`src/rtl/core_sequencer_pkg.sv`:
```
// core_sequencer_pkg
//   Shared constants and types for the RV32I multi-cycle sequencer.
//   - OPCODE_* : RV32I major opcodes (instruction[6:0]), the same values the
//                decode stage uses.
//   - SEQ_ST_* : 3-bit state encodings of the sequencer FSM.
//   - op_class_t : per-instruction classification captured in DECODE.
package core_sequencer_pkg;

  localparam logic [6:0] OPCODE_LOAD   = 7'b0000011;
  localparam logic [6:0] OPCODE_STORE  = 7'b0100011;
  localparam logic [6:0] OPCODE_OP     = 7'b0110011;
  localparam logic [6:0] OPCODE_OPIMM  = 7'b0010011;
  localparam logic [6:0] OPCODE_LUI    = 7'b0110111;
  localparam logic [6:0] OPCODE_AUIPC  = 7'b0010111;
  localparam logic [6:0] OPCODE_JAL    = 7'b1101111;
  localparam logic [6:0] OPCODE_JALR   = 7'b1100111;
  localparam logic [6:0] OPCODE_BRANCH = 7'b1100011;
  localparam logic [6:0] OPCODE_FENCE  = 7'b0001111;
  localparam logic [6:0] OPCODE_SYSTEM = 7'b1110011;

  localparam logic [2:0] SEQ_ST_FETCH     = 3'd0;
  localparam logic [2:0] SEQ_ST_DECODE    = 3'd1;
  localparam logic [2:0] SEQ_ST_EXECUTE   = 3'd2;
  localparam logic [2:0] SEQ_ST_MEMORY    = 3'd3;
  localparam logic [2:0] SEQ_ST_WRITEBACK = 3'd4;
  localparam logic [2:0] SEQ_ST_TRAP      = 3'd5;

  typedef enum logic [2:0] {
    ST_FETCH     = SEQ_ST_FETCH,
    ST_DECODE    = SEQ_ST_DECODE,
    ST_EXECUTE   = SEQ_ST_EXECUTE,
    ST_MEMORY    = SEQ_ST_MEMORY,
    ST_WRITEBACK = SEQ_ST_WRITEBACK,
    ST_TRAP      = SEQ_ST_TRAP
  } seq_state_e;

  typedef struct packed {
    logic is_load;
    logic is_store;
    logic writes_rd;
    logic legal;
  } op_class_t;

endpackage

```
`src/rtl/core_sequencer_if.sv`:
```
// core_sequencer_if
//   Instruction- and data-memory request/acknowledge handshake between the
//   sequencer and the memory side.
//   - IMEM_REQ / IMEM_ACK : instruction fetch request / word valid
//   - DMEM_REQ / DMEM_ACK : data access request / access complete
//   - DMEM_WE             : data access is a store (valid with DMEM_REQ)
//   Modports: master = sequencer, slave = memory side.
interface core_sequencer_if;
  logic IMEM_REQ;
  logic IMEM_ACK;
  logic DMEM_REQ;
  logic DMEM_ACK;
  logic DMEM_WE;

  modport master (
    output IMEM_REQ,
    output DMEM_REQ,
    output DMEM_WE,
    input  IMEM_ACK,
    input  DMEM_ACK
  );

  modport slave (
    input  IMEM_REQ,
    input  DMEM_REQ,
    input  DMEM_WE,
    output IMEM_ACK,
    output DMEM_ACK
  );
endinterface

```
`src/rtl/core_opclass.sv`:
```
// core_opclass
//   Combinational RV32I opcode classifier used by the sequencer.
//   Ports:
//     opcode (in, 7)  instruction[6:0]
//     cls    (out)    {is_load, is_store, writes_rd, legal}
//   FENCE and SYSTEM are legal but behave as NOPs (no memory, no rd write).
//   Anything unrecognised is illegal with every other flag clear.
module core_opclass
  import core_sequencer_pkg::*;
(
  input  logic [6:0] opcode,
  output op_class_t  cls
);

  always_comb begin
    cls = '0;
    case (opcode)
      OPCODE_LOAD: begin
        cls.is_load   = 1'b1;
        cls.writes_rd = 1'b1;
        cls.legal     = 1'b1;
      end
      OPCODE_STORE: begin
        cls.is_store = 1'b1;
        cls.legal    = 1'b1;
      end
      OPCODE_OP, OPCODE_OPIMM, OPCODE_LUI, OPCODE_AUIPC,
      OPCODE_JAL, OPCODE_JALR: begin
        cls.writes_rd = 1'b1;
        cls.legal     = 1'b1;
      end
      OPCODE_BRANCH, OPCODE_FENCE, OPCODE_SYSTEM: begin
        cls.legal = 1'b1;
      end
      default: cls = '0;
    endcase
  end

endmodule

```
`src/rtl/core_sequencer.sv`:
```
// core_sequencer
//   Multi-cycle control FSM for the RV32I core: FETCH -> DECODE -> EXECUTE
//   -> [MEMORY] -> WRITEBACK, one-cycle phase strobes to the stage blocks,
//   memory handshakes and a retired-instruction counter.
//   Optional feature macro: CORE_TRAP_EN (illegal opcode -> sticky TRAP
//   state; when undefined an illegal opcode retires as a NOP).
//   Ports:
//     CLK          in   core clock (rising edge)
//     NRST         in   synchronous active-low reset; forces outputs to 0
//     OPCODE       in   7  instruction[6:0], sampled in DECODE only
//     mem          master modport of core_sequencer_if (IMEM/DMEM handshake)
//     C_FETCH .. C_WRITEBACK  out  one-cycle phase strobes
//     REG_WE       out  register-file write enable (with C_WRITEBACK)
//     PC_UPDATE    out  PC load enable (with C_WRITEBACK)
//     TRAP         out  illegal-opcode trap indication
//     INSTRET      out  32  retired-instruction count
module core_sequencer
  import core_sequencer_pkg::*;
(
  input  logic                    CLK,
  input  logic                    NRST,
  input  logic [6:0]              OPCODE,
  core_sequencer_if.master        mem,
  output logic                    C_FETCH,
  output logic                    C_DECODE,
  output logic                    C_EXECUTE,
  output logic                    C_MEMORY,
  output logic                    C_WRITEBACK,
  output logic                    REG_WE,
  output logic                    PC_UPDATE,
  output logic                    TRAP,
  output logic [31:0]             INSTRET
);

  seq_state_e  state;
  op_class_t   cls_dec;
  op_class_t   cls_q;
  logic [31:0] instret_q;

  core_opclass u_opclass (
    .opcode (OPCODE),
    .cls    (cls_dec)
  );

  // State register, captured classification and retire counter
  always_ff @(posedge CLK) begin
    if (!NRST) begin
      state     <= ST_FETCH;
      cls_q     <= '0;
      instret_q <= '0;
    end else begin
      case (state)
        ST_FETCH: begin
          if (mem.IMEM_ACK) state <= ST_DECODE;
        end
        ST_DECODE: begin
          cls_q <= cls_dec;
`ifdef CORE_TRAP_EN
          if (!cls_dec.legal) state <= ST_TRAP;
          else                state <= ST_EXECUTE;
`else
          state <= ST_EXECUTE;
`endif
        end
        ST_EXECUTE: begin
          state <= (cls_q.is_load || cls_q.is_store) ? ST_MEMORY : ST_WRITEBACK;
        end
        ST_MEMORY: begin
          if (mem.DMEM_ACK) state <= ST_WRITEBACK;
        end
        ST_WRITEBACK: begin
          instret_q <= instret_q + 32'd1;
          state     <= ST_FETCH;
        end
`ifdef CORE_TRAP_EN
        ST_TRAP: state <= ST_TRAP;  // sticky until reset
`endif
        default: state <= ST_FETCH;
      endcase
    end
  end

  // Output decode: Moore from state, except C_FETCH / C_MEMORY which are
  // gated by the acknowledge. Everything is held low while NRST is low so a
  // pending request drops in the very cycle reset is asserted.
  always_comb begin
    mem.IMEM_REQ = 1'b0;
    mem.DMEM_REQ = 1'b0;
    mem.DMEM_WE  = 1'b0;
    C_FETCH      = 1'b0;
    C_DECODE     = 1'b0;
    C_EXECUTE    = 1'b0;
    C_MEMORY     = 1'b0;
    C_WRITEBACK  = 1'b0;
    REG_WE       = 1'b0;
    PC_UPDATE    = 1'b0;
    TRAP         = 1'b0;
    if (NRST) begin
      case (state)
        ST_FETCH: begin
          mem.IMEM_REQ = 1'b1;
          C_FETCH      = mem.IMEM_ACK;
        end
        ST_DECODE:  C_DECODE  = 1'b1;
        ST_EXECUTE: C_EXECUTE = 1'b1;
        ST_MEMORY: begin
          mem.DMEM_REQ = 1'b1;
          mem.DMEM_WE  = cls_q.is_store;
          C_MEMORY     = mem.DMEM_ACK;
        end
        ST_WRITEBACK: begin
          C_WRITEBACK = 1'b1;
          PC_UPDATE   = 1'b1;
          // illegal opcodes retiring as NOPs never write rd
          REG_WE      = cls_q.writes_rd & cls_q.legal;
        end
`ifdef CORE_TRAP_EN
        ST_TRAP: TRAP = 1'b1;
`endif
        default: ;
      endcase
    end
  end

  assign INSTRET = NRST ? instret_q : 32'd0;

endmodule

```
`src/flat_wrapper.sv`:
```
// flat-port wrapper written by rule: the top's interface ports become plain ports
module core_sequencer_flat import core_sequencer_pkg::*;
  (CLK, NRST, OPCODE, C_FETCH, C_DECODE, C_EXECUTE, C_MEMORY, C_WRITEBACK, REG_WE, PC_UPDATE, TRAP, INSTRET, mem_IMEM_REQ, mem_DMEM_REQ, mem_DMEM_WE, mem_IMEM_ACK, mem_DMEM_ACK);
  core_sequencer_if mem_i ();
  input  logic CLK;
  input  logic NRST;
  input  logic [6:0] OPCODE;
  output logic C_FETCH;
  output logic C_DECODE;
  output logic C_EXECUTE;
  output logic C_MEMORY;
  output logic C_WRITEBACK;
  output logic REG_WE;
  output logic PC_UPDATE;
  output logic TRAP;
  output logic [31:0] INSTRET;
  output wire logic [$bits(mem_i.IMEM_REQ)-1:0] mem_IMEM_REQ;
  output wire logic [$bits(mem_i.DMEM_REQ)-1:0] mem_DMEM_REQ;
  output wire logic [$bits(mem_i.DMEM_WE)-1:0] mem_DMEM_WE;
  input wire logic [$bits(mem_i.IMEM_ACK)-1:0] mem_IMEM_ACK;
  input wire logic [$bits(mem_i.DMEM_ACK)-1:0] mem_DMEM_ACK;
  assign mem_IMEM_REQ = mem_i.IMEM_REQ;
  assign mem_DMEM_REQ = mem_i.DMEM_REQ;
  assign mem_DMEM_WE = mem_i.DMEM_WE;
  assign mem_i.IMEM_ACK = mem_IMEM_ACK;
  assign mem_i.DMEM_ACK = mem_DMEM_ACK;
  core_sequencer u_core (.CLK(CLK), .NRST(NRST), .OPCODE(OPCODE), .mem(mem_i), .C_FETCH(C_FETCH), .C_DECODE(C_DECODE), .C_EXECUTE(C_EXECUTE), .C_MEMORY(C_MEMORY), .C_WRITEBACK(C_WRITEBACK), .REG_WE(REG_WE), .PC_UPDATE(PC_UPDATE), .TRAP(TRAP), .INSTRET(INSTRET));
endmodule
```
`config.mk`:
```
export PLATFORM = sky130hd
export DESIGN_NAME = core_sequencer_flat
export DESIGN_NICKNAME = d
export VERILOG_FILES = /design/src/rtl/core_sequencer_pkg.sv /design/src/rtl/core_sequencer_if.sv /design/src/rtl/core_opclass.sv /design/src/rtl/core_sequencer.sv /design/src/flat_wrapper.sv
export SDC_FILE = /design/constraint.sdc
export NUM_CORES = 1
export LEC_CHECK = 0
export ABC_CLOCK_PERIOD_IN_PS = 3210
export BUFFER_PORTS_ARGS = -buffer_cell sky130_fd_sc_hd__buf_2
export CORE_MARGIN = 1
export CORE_UTILIZATION = 59
export CTS_BUF_LIST = sky130_fd_sc_hd__clkbuf_4
export CTS_CLUSTER_DIAMETER = 200
export CTS_CLUSTER_SIZE = 12
export DETAILED_ROUTE_END_ITERATION = 10
export PLACE_DENSITY = 0.94
export SLEW_MARGIN = 20
export SYNTH_ARGS = -nofsm -noshare
export SYNTH_HDL_FRONTEND = slang
export SYNTH_HIERARCHICAL = 1
export SYNTH_SLANG_ARGS = --single-unit
```
`constraint.sdc`:
```
create_clock -name CLK -period 3.21 [get_ports CLK]
set_clock_uncertainty 0.05 [all_clocks]
set_input_delay 0 -clock CLK [delete_from_list [all_inputs] [get_ports CLK]]
set_output_delay 0 -clock CLK [all_outputs]
set_load 0.01 [all_outputs]
```
==> flow_summary.rst <==
.. list-table::
   :header-rows: 1

   * - Metric
     - Value
   * - Avg Cell Area, Syn
     - 7.96 µm²
   * - Max IR drop VDD
     - 0.000232 V
   * - CTS tree
     - done
   * - DP HPWL
     - 3.18 mm
   * - Number of instances in the synthesized netlist
     - 275
   * - Detailed-route vias per instance
     - 5.64
   * - Comb power frac
     - 0.077
   * - Initial Utilization
     - 0.636
   * - Placeable Area
     - 0.00344 mm²
   * - Total detailed-routing wirelength
     - 4.45 mm
   * - Clock transition time at the flip-flop clock pins of the worst setup and hold paths
     - about 0.11 ns
   * - Number of remaining DRC errors
     - 0
   * - Utilization after layout
     - 0.724
   * - Cell internal power dissipation
     - 598 µW
   * - Worst reg2reg path startpoint
     - u_core/state[0]
   * - Number of antenna repair diodes
     - 0
   * - Port Buffers
     - 52
   * - Number of flip-flops and latches in the synthesized netlist
     - 39
   * - CP cell instances
     - or3b_1 > or3_1 > or4_1 > a21oi_1
   * - Ports
     - 54
   * - Synthesized-area fraction occupied by adder cells
     - 0.00572
   * - Pin count of the biggest net entering global routing
     - 33
   * - Overflow after GRT
     - 0
   * - Pins over their slew limit
     - 0
   * - Number of cells on the worst hold path
     - 4
   * - Count of maximum capacitance violations
     - 0
   * - Post-synth top area share
     - 0.357
   * - Data arrival time of the critical path
     - 2.69 ns
   * - Predominant post-synthesis flop cell
     - sky130_fd_sc_hd__dfxtp_1
   * - Source-to-sink clock delay at the later pin of the worst-skew pair
     - 0.33 ns
   * - First-pass GRT wire length
     - around 7.6 mm
   * - Clk sink count
     - 39
   * - Cell taking the most area after synthesis
     - sky130_fd_sc_hd__dfxtp_1
   * - Share of layout cells above drive strength 1
     - 0.218
   * - Least-Margin Pin Slew
     - 0.869 ns
   * - Worst-case hold path end point
     - u_core/cls_q[0]
   * - Top cells by area, synth
     - sky130_fd_sc_hd__dfxtp_1, sky130_fd_sc_hd__and2_1, sky130_fd_sc_hd__nor2_1
   * - Via count
     - 2,041
   * - Cell leakage power
     - approximately 1 nW
   * - Post-Synthesis Cell Area
     - 0.00219 mm²
   * - # nets final
     - about 330
   * - Count of synthesis-stage warnings from yosys
     - 6
   * - Worst path required time
     - about 3.4 ns
   * - Count of unique library cells instantiated by Yosys
     - 40
   * - Compound-gate portion of the synthesized area
     - 0.124
   * - Post-Synth XOR/XNOR Area
     - 0.0440
   * - Type of origin of the critical path
     - flip-flop
   * - Number of optimization iterations in the first detailed-route pass
     - 4
   * - Via count of the first global-routing pass
     - around 1,800
   * - Wire length per cell
     - 12.3 µm
   * - Final worst-path cycle share
     - 0.769
   * - Outcome
     - finished, final reports clean
   * - Number of CTS-inserted buffers
     - 5
   * - Width of the chip
     - 62.9 µm
   * - Total routing resource utilization after global routing
     - 0.236
   * - Setup repair after global routing missed its margin
     - no
   * - Post-synth EDFFs
     - 0
   * - Number of placement rows
     - 21
   * - Most frequent cell after synthesis
     - sky130_fd_sc_hd__dfxtp_1
   * - Endpoint of the most critical register-to-register path
     - u_core/instret_q[28]
   * - Element type at the critical path end
     - flip-flop
   * - Multiplexer share of the synthesized area
     - 0.0440
   * - Critical-path maximum fanout
     - 16
   * - First-iteration detailed-routing DRC count
     - around 130
   * - Category of the most critical setup path
     - flip-flop to flip-flop
   * - Antenna violations before repair
     - 0
   * - H-tree level count
     - 2
   * - Top cell types by occurrence after synthesis
     - sky130_fd_sc_hd__dfxtp_1, sky130_fd_sc_hd__and2_1, sky130_fd_sc_hd__nor2_1, sky130_fd_sc_hd__a21oi_1, sky130_fd_sc_hd__clkbuf_1
   * - Maximum single-stage delay on the critical path
     - about 0.65 ns
   * - Switching component of the power
     - around 190 µW
   * - Shortest clock period the worst path allows after layout
     - 2.47 ns
   * - Basic-gate share of the synthesized area counting and, or, nand and nor cells
     - 0.373
   * - Final Hold Viols
     - 0
   * - Setup tns final
     - 0 ns
   * - Fill count
     - between 200 and 300
   * - Weighted congestion reported at the end of routability-driven placement
     - 0.758
   * - Post-synthesis sequential area ratio
     - 0.357
   * - Number of cell instances on the worst register-to-register path
     - 4
   * - Clock Root Buffer
     - sky130_fd_sc_hd__clkbuf_4
   * - Fraction of registers with async set or reset after synthesis
     - 0
   * - Deepest clock path buffer count
     - 2
   * - Net count of the mapped netlist
     - 287
   * - Fmax achieved
     - 405 MHz
   * - Number of failing setup endpoints in the final timing report
     - 0
   * - Power per Cell Area
     - 314 mW/mm²
   * - Sw frac
     - 0.237
   * - ANT nets after route
     - 0
   * - Slew Limit Headroom
     - 0.419
   * - Worst reg2reg setup slack
     - 0.74 ns
   * - Type of the tightest min-delay check
     - input port to flip-flop
   * - P&R area growth vs syn
     - 13.8%
   * - Sequential cell fraction of total power
     - 0.629
   * - Die extent in y
     - 62.9 µm
   * - Start point of the worst hold path
     - OPCODE[3]
   * - Crit-path slowest cell
     - sky130_fd_sc_hd__or3_1
   * - Relative contribution of the clock network to total power
     - 0.293
   * - Largest family of logic cells by synthesized area
     - simple AND/OR/NAND/NOR gates
   * - Total die area
     - 0.00396 mm²
==> per-layer routing <==
| layer | vias up | GRT usage | routed length, µm |
|---|---|---|---|
| li1 | 1053 | - | - |
| met1 | 922 | 0.287 | 2080 |
| met2 | 60 | 0.391 | 2100 |
| met3 | 6 | 0.0675 | 213 |
| met4 | 0 | 0.0872 | 55 |
| met5 | - | 0 | 0 |
==> power groups by stage <==
stage | Combinational, mW | Clock (mW) | Sequential, mW
2_1_floorplan | 0.0435 | 0 | 0.500
3_3_place_gp | 0.0572 | 0 | 0.503
3_5_place_dp | 0.0590 | 0 | 0.504
4_1_cts | 0.0601 | 0.233 | 0.493
5_1_grt | 0.0664 | 0.261 | 0.494
6_report | 0.0605 | 0.230 | 0.493
==> logic make-up (layout without fill, tap and decap cells) <==
| family | after synthesis | count (layout) |
|---|---|---|
| buffers and inverters | 27 | 68 |
| XOR/XNOR | 11 | 11 |
| adder cells (fa/ha/maj) | 1 | 1 |
| flip-flops | 39 | 39 |
| other | 1 | 1 |
| AO/OA/AOI/OAI | 40 | 40 |
| multiplexers | 9 | 9 |
| AND/OR/NAND/NOR | 147 | 147 |
==> area by class of cell <==
type / count / area (µm²) / share of cell area
clock buffer: 6 / 45.0 / 0.0181
timing repair buffer: 55 / 285 / 0.115
sequential: 39 / 781 / 0.313
tap: 46 / 57.6 / 0.0231
multi-input combinational: 209 / 1300 / 0.520
inverter: 7 / 26.3 / 0.0105
==> per-stage QoR <==
stage	setup slack (ns)	power (mW)	std cells	area, µm²	hold slack (ns)
after floorplan	1.10	0.543	275	2190	0.0874
after global placement	0.818	0.560	355	2440	0.270
after detailed placement	0.772	0.563	355	2440	0.276
after CTS	0.757	0.785	362	2490	0.0204
after global routing	0.575	0.821	362	2490	0.0504
final	0.741	0.783	362	2490	0.0237
==> how the worst max path moves through the flow <==
stage | from | to | slack [ns] | depth (start not counted)
floorplan | u_core/state[2] | u_core/instret_q[16] | 1.10 | 6
global placement | u_core/state[0] | u_core/instret_q[22] | 0.82 | 4
CTS | u_core/state[0] | u_core/instret_q[30] | 0.76 | 4
global route | u_core/state[0] | u_core/instret_q[22] | 0.58 | 4
finish | u_core/state[0] | u_core/instret_q[28] | 0.74 | 4
detailed placement | u_core/state[0] | u_core/instret_q[22] | 0.77 | 4
==> what timing repair did <==
action	CTS	global route
setup endpoints to repair	0	0
endpoints found under the hold margin	2	0
buffers inserted	0	0
hold buffers	1	0
resized for setup	0	0
==> flip-flops by register name, indices dropped and copies added, names as in the netlist <==
signal	flops
u_core/state	3
u_core/instret_q	32
u_core/cls_q	4
==> worst max-delay path, delay by kind of cell, from the launching register on <==
kind,cells,cell delay (ns)
AO/OA/AOI/OAI,1,0.15
flip-flops,1,0.41
AND/OR/NAND/NOR,3,1.80
==> cells in the final DEF, fill, tap and decap left out, drive strengths merged, types with 8 or more instances in the layout <==
cell   instances
dfxtp         39
a21oi         16
nor3          11
nand2         13
xnor2         10
nand4          8
nor2          34
nand3         10
or4           11
buf           54
and2          34
o31ai         11
Power figures use the tool's default switching activity.
